`config.mk`:
```
export PLATFORM = sky130hd
export DESIGN_NAME = req_priority_encoder_flat
export DESIGN_NICKNAME = d
export VERILOG_FILES = /design/src/rtl/req_priority_encoder_pkg.sv /design/src/rtl/req_priority_encoder_if.sv /design/src/rtl/req_priority_encoder_prio_find.sv /design/src/rtl/req_priority_encoder.sv /design/src/flat_wrapper.sv
export SDC_FILE = /design/constraint.sdc
export NUM_CORES = 1
export LEC_CHECK = 0
export CORE_MARGIN = 2
export CORE_UTILIZATION = 40
export DETAILED_ROUTE_END_ITERATION = 7
export PLACE_DENSITY = 0.79
export SLEW_MARGIN = 20
export SYNTH_ARGS = -nofsm -noshare
export SYNTH_HDL_FRONTEND = slang
export SYNTH_SLANG_ARGS = --single-unit
```
`constraint.sdc`:
```
create_clock -name clk -period 1.9 [get_ports clk]
set_clock_uncertainty 0.2 [all_clocks]
set_input_delay 0.285 -clock clk [delete_from_list [all_inputs] [get_ports clk]]
set_output_delay 0.285 -clock clk [all_outputs]
set_load 0.01 [all_outputs]
```
`src/rtl/req_priority_encoder_pkg.sv`:
```
// Shared types and defaults for the request priority encoder.
package req_priority_encoder_pkg;

   localparam int unsigned N_IN_DEFAULT = 8;

   typedef enum logic [0:0] {
      IDLE,
      OFFER
   } state_e;

endpackage

```
`src/rtl/req_priority_encoder_if.sv`:
```
// Request/handshake bundle between a request source/consumer and the encoder.
interface req_priority_encoder_if
   import req_priority_encoder_pkg::*;
#(
   parameter int unsigned N_IN = N_IN_DEFAULT
);
   localparam int unsigned IDX_W = $clog2(N_IN);

   logic             en;
   logic [N_IN-1:0]  req;
   logic             ack;
   logic             clr_ovr;
   logic [IDX_W-1:0] number;
   logic             valid;
   logic [N_IN-1:0]  pending;
   logic             ovr;

   modport master (
      output en, req, ack, clr_ovr,
      input  number, valid, pending, ovr
   );

   modport slave (
      input  en, req, ack, clr_ovr,
      output number, valid, pending, ovr
   );

endinterface

```
`src/rtl/req_priority_encoder_prio_find.sv`:
```
// Combinational highest-set-bit finder: bit N_IN-1 has top priority.
module req_priority_encoder_prio_find #(
   parameter int unsigned N_IN  = 8,
   parameter int unsigned IDX_W = $clog2(N_IN)
) (
   input  logic [N_IN-1:0]  vec,
   output logic [IDX_W-1:0] idx,
   output logic             any
);

   always_comb begin
      idx = '0;
      any = 1'b0;
      // Ascending scan: later (higher) set bits overwrite lower ones.
      for (int i = 0; i < int'(N_IN); i++) begin
         if (vec[i]) begin
            idx = IDX_W'(i);
            any = 1'b1;
         end
      end
   end

endmodule

```
`src/rtl/req_priority_encoder.sv`:
```
// Sticky request capture with highest-index-first valid/ack presentation.
module req_priority_encoder
   import req_priority_encoder_pkg::*;
#(
   parameter int unsigned N_IN = N_IN_DEFAULT
) (
   input logic                   clk,
   input logic                   rst_n,
   req_priority_encoder_if.slave bus
);

   localparam int unsigned IDX_W = $clog2(N_IN);

   state_e           state_q, state_d;
   logic [N_IN-1:0]  pending_q, pending_d;
   logic [IDX_W-1:0] number_q, number_d;
   logic             valid_q, valid_d;
   logic             ovr_q, ovr_d;

   logic             acked;
   logic [N_IN-1:0]  clear_mask;
   logic [N_IN-1:0]  captured;
   logic             ovr_set;
   logic [IDX_W-1:0] win_q_idx, win_d_idx;
   logic             win_q_any, win_d_any;

   assign acked      = valid_q & bus.ack;
   assign clear_mask = acked ? (N_IN'(1) << number_q) : '0;
   assign captured   = bus.en ? bus.req : '0;
   // Set wins over the acked clear, so a re-request of the granted bit survives.
   assign pending_d  = (pending_q & ~clear_mask) | captured;
   assign ovr_set    = |(captured & pending_q & ~clear_mask);
   assign ovr_d      = ovr_set ? 1'b1 : (bus.clr_ovr ? 1'b0 : ovr_q);

   req_priority_encoder_prio_find #(
      .N_IN  (N_IN),
      .IDX_W (IDX_W)
   ) u_find_cur (
      .vec (pending_q),
      .idx (win_q_idx),
      .any (win_q_any)
   );

   req_priority_encoder_prio_find #(
      .N_IN  (N_IN),
      .IDX_W (IDX_W)
   ) u_find_next (
      .vec (pending_d),
      .idx (win_d_idx),
      .any (win_d_any)
   );

   always_comb begin
      state_d  = state_q;
      number_d = number_q;
      valid_d  = valid_q;
      unique case (state_q)
         IDLE: begin
            number_d = '0;
            valid_d  = 1'b0;
            if (win_q_any) begin
               state_d  = OFFER;
               number_d = win_q_idx;
               valid_d  = 1'b1;
            end
         end
         OFFER: begin
            valid_d = 1'b1;
            // Number is frozen until accepted; re-arbitrate only on ack.
            if (acked) begin
               if (win_d_any) begin
                  number_d = win_d_idx;
               end else begin
                  state_d  = IDLE;
                  number_d = '0;
                  valid_d  = 1'b0;
               end
            end
         end
         default: begin
            state_d  = IDLE;
            number_d = '0;
            valid_d  = 1'b0;
         end
      endcase
   end

   always_ff @(posedge clk or negedge rst_n) begin
      if (!rst_n) begin
         state_q   <= IDLE;
         pending_q <= '0;
         number_q  <= '0;
         valid_q   <= 1'b0;
         ovr_q     <= 1'b0;
      end else begin
         state_q   <= state_d;
         pending_q <= pending_d;
         number_q  <= number_d;
         valid_q   <= valid_d;
         ovr_q     <= ovr_d;
      end
   end

   assign bus.number  = number_q;
   assign bus.valid   = valid_q;
   assign bus.pending = pending_q;
   assign bus.ovr     = ovr_q;

endmodule
```
`src/flat_wrapper.sv`:
```
// flat-port wrapper written by rule: the top's interface ports become plain ports
module req_priority_encoder_flat import req_priority_encoder_pkg::*;
#(
   parameter int unsigned N_IN = N_IN_DEFAULT
)
  (clk, rst_n, bus_en, bus_req, bus_ack, bus_clr_ovr, bus_number, bus_valid, bus_pending, bus_ovr);
  req_priority_encoder_if #(.N_IN(N_IN)) bus_i ();
  input logic clk;
  input logic rst_n;
  input wire logic [$bits(bus_i.en)-1:0] bus_en;
  input wire logic [$bits(bus_i.req)-1:0] bus_req;
  input wire logic [$bits(bus_i.ack)-1:0] bus_ack;
  input wire logic [$bits(bus_i.clr_ovr)-1:0] bus_clr_ovr;
  output wire logic [$bits(bus_i.number)-1:0] bus_number;
  output wire logic [$bits(bus_i.valid)-1:0] bus_valid;
  output wire logic [$bits(bus_i.pending)-1:0] bus_pending;
  output wire logic [$bits(bus_i.ovr)-1:0] bus_ovr;
  assign bus_i.en = bus_en;
  assign bus_i.req = bus_req;
  assign bus_i.ack = bus_ack;
  assign bus_i.clr_ovr = bus_clr_ovr;
  assign bus_number = bus_i.number;
  assign bus_valid = bus_i.valid;
  assign bus_pending = bus_i.pending;
  assign bus_ovr = bus_i.ovr;
  req_priority_encoder #(.N_IN(N_IN)) u_core (.clk(clk), .rst_n(rst_n), .bus(bus_i));
endmodule
```
Yosys cells after proc, flatten, opt, wreduce, memory -nomap -nowiden --
Index checks and enable logic that the tools add are counted.
Word-level totals: bits in registers 13, bits of input ports 13, output and inout bits 13, word-level logic and storage cells 57
Operators by class: eq/ne operators 1, shifts and indexed selects 1, multiplexer cells 42, bitwise logic cells 7, reductions and logical operators 2
Operator list (number):
- $mux W3 | 15
- $and A8 B8 Y8 | 3
- $mux W1 | 23
- $mux W8 | 2
- $not A8 Y8 | 1
- $or A8 B8 Y8 | 1
- $reduce_or A8 Y1 | 1
- $shl A1 B3 Y8 const A | 1
- $pmux W3 S2 | 1
- $ne A2 B2 Y1 const B | 1
- $pmux W1 S2 | 1
- $reduce_bool A2 Y1 | 1
- $and A1 B1 Y1 | 1
- $not A1 Y1 | 1

Longest topological paths before layout --
word-level depth 16, depth in mapped cells 6, gate-level depth less buffers 5

Cells and area by module --
Synthesis repeated with hierarchy kept, for this count alone.
Unflattened totals: cell total of the unflattened synthesis 88, area total of the unflattened synthesis 782.0 sq um
Modules (own cells, without submodules):
- req_priority_encoder | times used 1, cells an instance 64, area an instance 666.9 sq um
- req_priority_encoder_prio_find | times used 2, cells an instance 12, area an instance 57.6 sq um

Worst setup path before layout --
No wires, ideal clock.
path type register -> register, start register u_core.number_q[1] (netlist: u_core.bus.number[1]), end register u_core.valid_q (netlist: u_core.bus.valid), data arrival time 1396 ps, data required time 1566 ps, path slack 169 ps, stages on the path, launching flop included 6, buffers on the path 0, clock period less this slack 1731 ps, path through dfrtp_1 -> nand2b_1 -> o21ai_2 -> nand4_1 -> nor4_2 -> a31oi_1
On the way: cells in the longest elaborated chain, start to end 16
Ends and longest elaborated chain:
- start, declared | line req_priority_encoder.sv:16 | logic [IDX_W-1:0] number_q, number_d;
- start signal, assigned | line req_priority_encoder.sv:98 | number_q <= number_d;
- $shl A1 B3 Y8 (*) | line req_priority_encoder.sv:28 | assign clear_mask = acked ? (N_IN'(1) << number_q) : '0;
- $mux W8 (*) | line req_priority_encoder.sv:28
- $not A8 Y8 (*) | line req_priority_encoder.sv:31 | assign pending_d = (pending_q & ~clear_mask) | captured;
- $and A8 B8 Y8 (*) | line req_priority_encoder.sv:31
- $or A8 B8 Y8 (*) | line req_priority_encoder.sv:31
- $mux W1 (7 in series) | line req_priority_encoder_prio_find.sv:16 | if (vec[i]) begin
- $mux W1 (*) | line req_priority_encoder_prio_find.sv:16
- $mux W1 (*) (2 in series)
- $pmux W1 S2 (*)
- named net u_core.state_d | line req_priority_encoder.sv:14 | state_e state_q, state_d;
- end signal, assigned | line req_priority_encoder.sv:99 | valid_q <= valid_d;
- end, declared | line req_priority_encoder.sv:17 | logic valid_q, valid_d;
Mark *: on every way through the listed nets, which the timed path passes. The rest lies on a longest branch. A chain may end at the register's enable or synchronous reset.

Worst setup path after layout --
start register u_core.pending_q[5] (netlist: u_core.bus.pending[5]), end output bus_pending[5]
RTL lines:
- start, declared | line req_priority_encoder.sv:15 | logic [N_IN-1:0] pending_q, pending_d;
- start signal, assigned | line req_priority_encoder.sv:97 | pending_q <= pending_d;
- end, declared | line flat_wrapper.sv:16 | output wire logic [$bits(bus_i.pending)-1:0] bus_pending;
No word-level cell between the ends.

==> flow_summary.toml <==
[global_routing]
grt_pass1_vias = 1042
grt_max_degree = 14
grt_pass1_wl_mm = 4.657
grt_overflow = 0
antenna_found_initial = 0
grt_usage_pct = 23.41

[place]
gp_congestion = 0.9222
io_buffers = 25
dp_slack_ns = -0.3959
place_hpwl_mm = 2.081
placed_cell_area_um2 = 1324

[die]
dieArea_um2 = 2668
row_count = 17
die_h_um = 51.66
core_um2 = 2170
start_util_pct = 41.87
die_width_um = 51.66
pin_count = 26

[critical_path]
slowest_stage = "clkdlybuf4s50_1"
end_kind = "output pin"
crit_type = "reg -> out"
critPathLaunchType = "flip-flop"
cp_top_family = "buffers and inverters"
max_stage_delay_ns = 0.60
cp.required_ns = 1.41
critPathArrivalTime_ns = 1.40
crit_buf_inv = 1
path_cells = "clkdlybuf4s50_1"
worstPathMaxFanout = 8

[flow_run]
cap_violations = 0

[clock_tree]
max-clock-path-buffers = 2
cts_root_buffer = "clkbuf_4"
clkSinkCount = 13
cts_tree = "built"
clock_latency_ns = 0.28
htreeDepth = 1
path_clk_slew_ns = 0.08
cts_hold_buffers = 0
cts_buffers = 3

[detailed_routing]
drt-total-wl_mm = 2.938
via_count = 1084
first_iter_violations = 34
ant_nets = 0
drc = 0
viasPerCell = 5.989
drt-pass1-iter-count = 4
avgRoutedWirePerCell_um = 16.23

[status]
status = "complete, no violations"

[worst_hold_path]
min_path_type = "in -> async"

[power]
ir_drop_mv = 0.5152
p_per_area_nw_per_um2 = 663.5
power_leakage_nw = 0.6109

[logic_synthesis]
synth-seq-cells = 13
syn_nets = 118
synthArstFlopShare_pct = 100.0
synth_top_family_by_area = "simple AND/OR/NAND/NOR gates"
synth-compound-area-share_pct = 28.65
synth_edf_count = 0
muxShareOfSynthArea_pct = 0
avgSynthCellArea_um2 = 8.651
synth_simple_gate_area_share_pct = 29.20
synthDistinctLibCells = 42
synth_cells = 105
syn_area_um2 = 908.4
ys.flop_type = "dfrtp_1"
yosysSeqAreaShare_pct = 35.81
synth_warnings = 0
synthAdderAreaFrac_pct = 0
synth_xor_xnor_area_share_pct = 0

[sta]
relSlewSlack_pct = 76.55
fin_ws_ns = 0.01507
post-route-min-period_ns = 1.885
fin_tns_setup_ns = 0
tightest_slew_ns = 0.3481
setup_violations = 0
finalHoldViolCount = 0
max_freq_mhz = 530.5
finalCritPeriodShare_pct = 99.21
maxSlewViolCount = 0
rsz0062_at_grt = "yes"

[finish]
finish.utilization_pct = 66.38
area_delta_synth_final_pct = 58.54
diodes = 0
final_cell_mix = "clkdlybuf4s50_1 (24), buf_4 (22), nand2_1 (18), inv_1 (8)"
layout.nets = 167
design_area_um2 = 1440
mostFrequentLayoutCell = "clkdlybuf4s50_1"
drive_above_1_share_pct = 31.37
## sequential cells by signal (all words and copies together), names as in the netlist
name,count
u_core.bus.number,3
u_core.bus.ovr,1
u_core.bus.pending,8
u_core.bus.valid,1
## path summary, 6_finish.rpt
check / slack, ns / cells after the start / endpoint / from
max: 0.02 / 1 / bus_pending[5] / u_core.bus.pending[5]
min: 0.1 / 2 / u_core.bus.pending[2] / rst_n
max reg2reg: 0.05 / 5 / u_core.bus.number[0] / u_core.bus.number[2]
min reg2reg: 0.31 / 2 / u_core.bus.ovr / u_core.bus.ovr
max in group asynchronous: 1.22 / 2 / u_core.bus.number[0] / rst_n
min in group clk: 0.31 / 2 / u_core.bus.ovr / u_core.bus.ovr
## cell type report
cell class                      instances  area (um^2)
Multi-Input combinational cell         81        601.8
Timing Repair Buffer                   47        414.1
Inverter                                8        30.03
Sequential cell                        13        332.8
Clock buffer                            4        26.28
Fill cell                             193        729.5
Tap cell                               28        35.03
## power breakdown
part	total, mW	switching [mW]	internal, mW	leakage (nW)
clock network	0.181	0.0996	0.0817	0.0150
logic	0.401	0.187	0.214	0.471
registers	0.373	0.0626	0.310	0.125
## through the flow
stage                     power [mW]  std cells  hold slack, ns
after floorplan               0.5213        105         -0.2106
after global placement        0.7190        176          0.2970
after detailed placement      0.7265        176          0.3023
after CTS                     0.9135        180          0.1107
after global routing           1.003        181         0.09934
final                         0.9555        181         0.09684
## cell families after synthesis
kind of cell | after synthesis
AO/OA/AOI/OAI | 35
flip-flops | 13
buffers and inverters | 11
AND/OR/NAND/NOR | 46
## synth_stat cells, drive strengths merged, types with 2 or more instances
| cell type | n | area (um^2) |
|---|---|---|
| nand3 | 3 | 20.02 |
| and3 | 3 | 18.77 |
| buf | 3 | 27.52 |
| nand4 | 2 | 18.77 |
| a31oi | 2 | 12.51 |
| o31ai | 5 | 47.54 |
| a21oi | 2 | 10.01 |
| o21a | 3 | 22.52 |
| a221oi | 2 | 23.77 |
| nor2 | 4 | 15.01 |
| dfrtp | 13 | 325.3 |
| nor4 | 2 | 18.77 |
| nand2b | 3 | 18.77 |
| o21ai | 12 | 71.32 |
| nand2 | 18 | 67.56 |
| inv | 8 | 30.03 |
| nor3 | 3 | 15.01 |
## per-layer routing
metal  routed length (um)  global-route usage (%)
met1                 1168                   30.73
met2                 1450                   38.89
met3                  224                   2.586
met4                   95                   10.09
met5                    0                       0
## repair_timing
action                                  4_1_cts  5_1_grt
endpoints found under the setup margin        3        7
endpoints found under the hold margin         0        0
pin swaps                                     0        7
gates resized for setup                       4       15
buffers inserted                              0        1
Power figures use the tool's default switching activity.
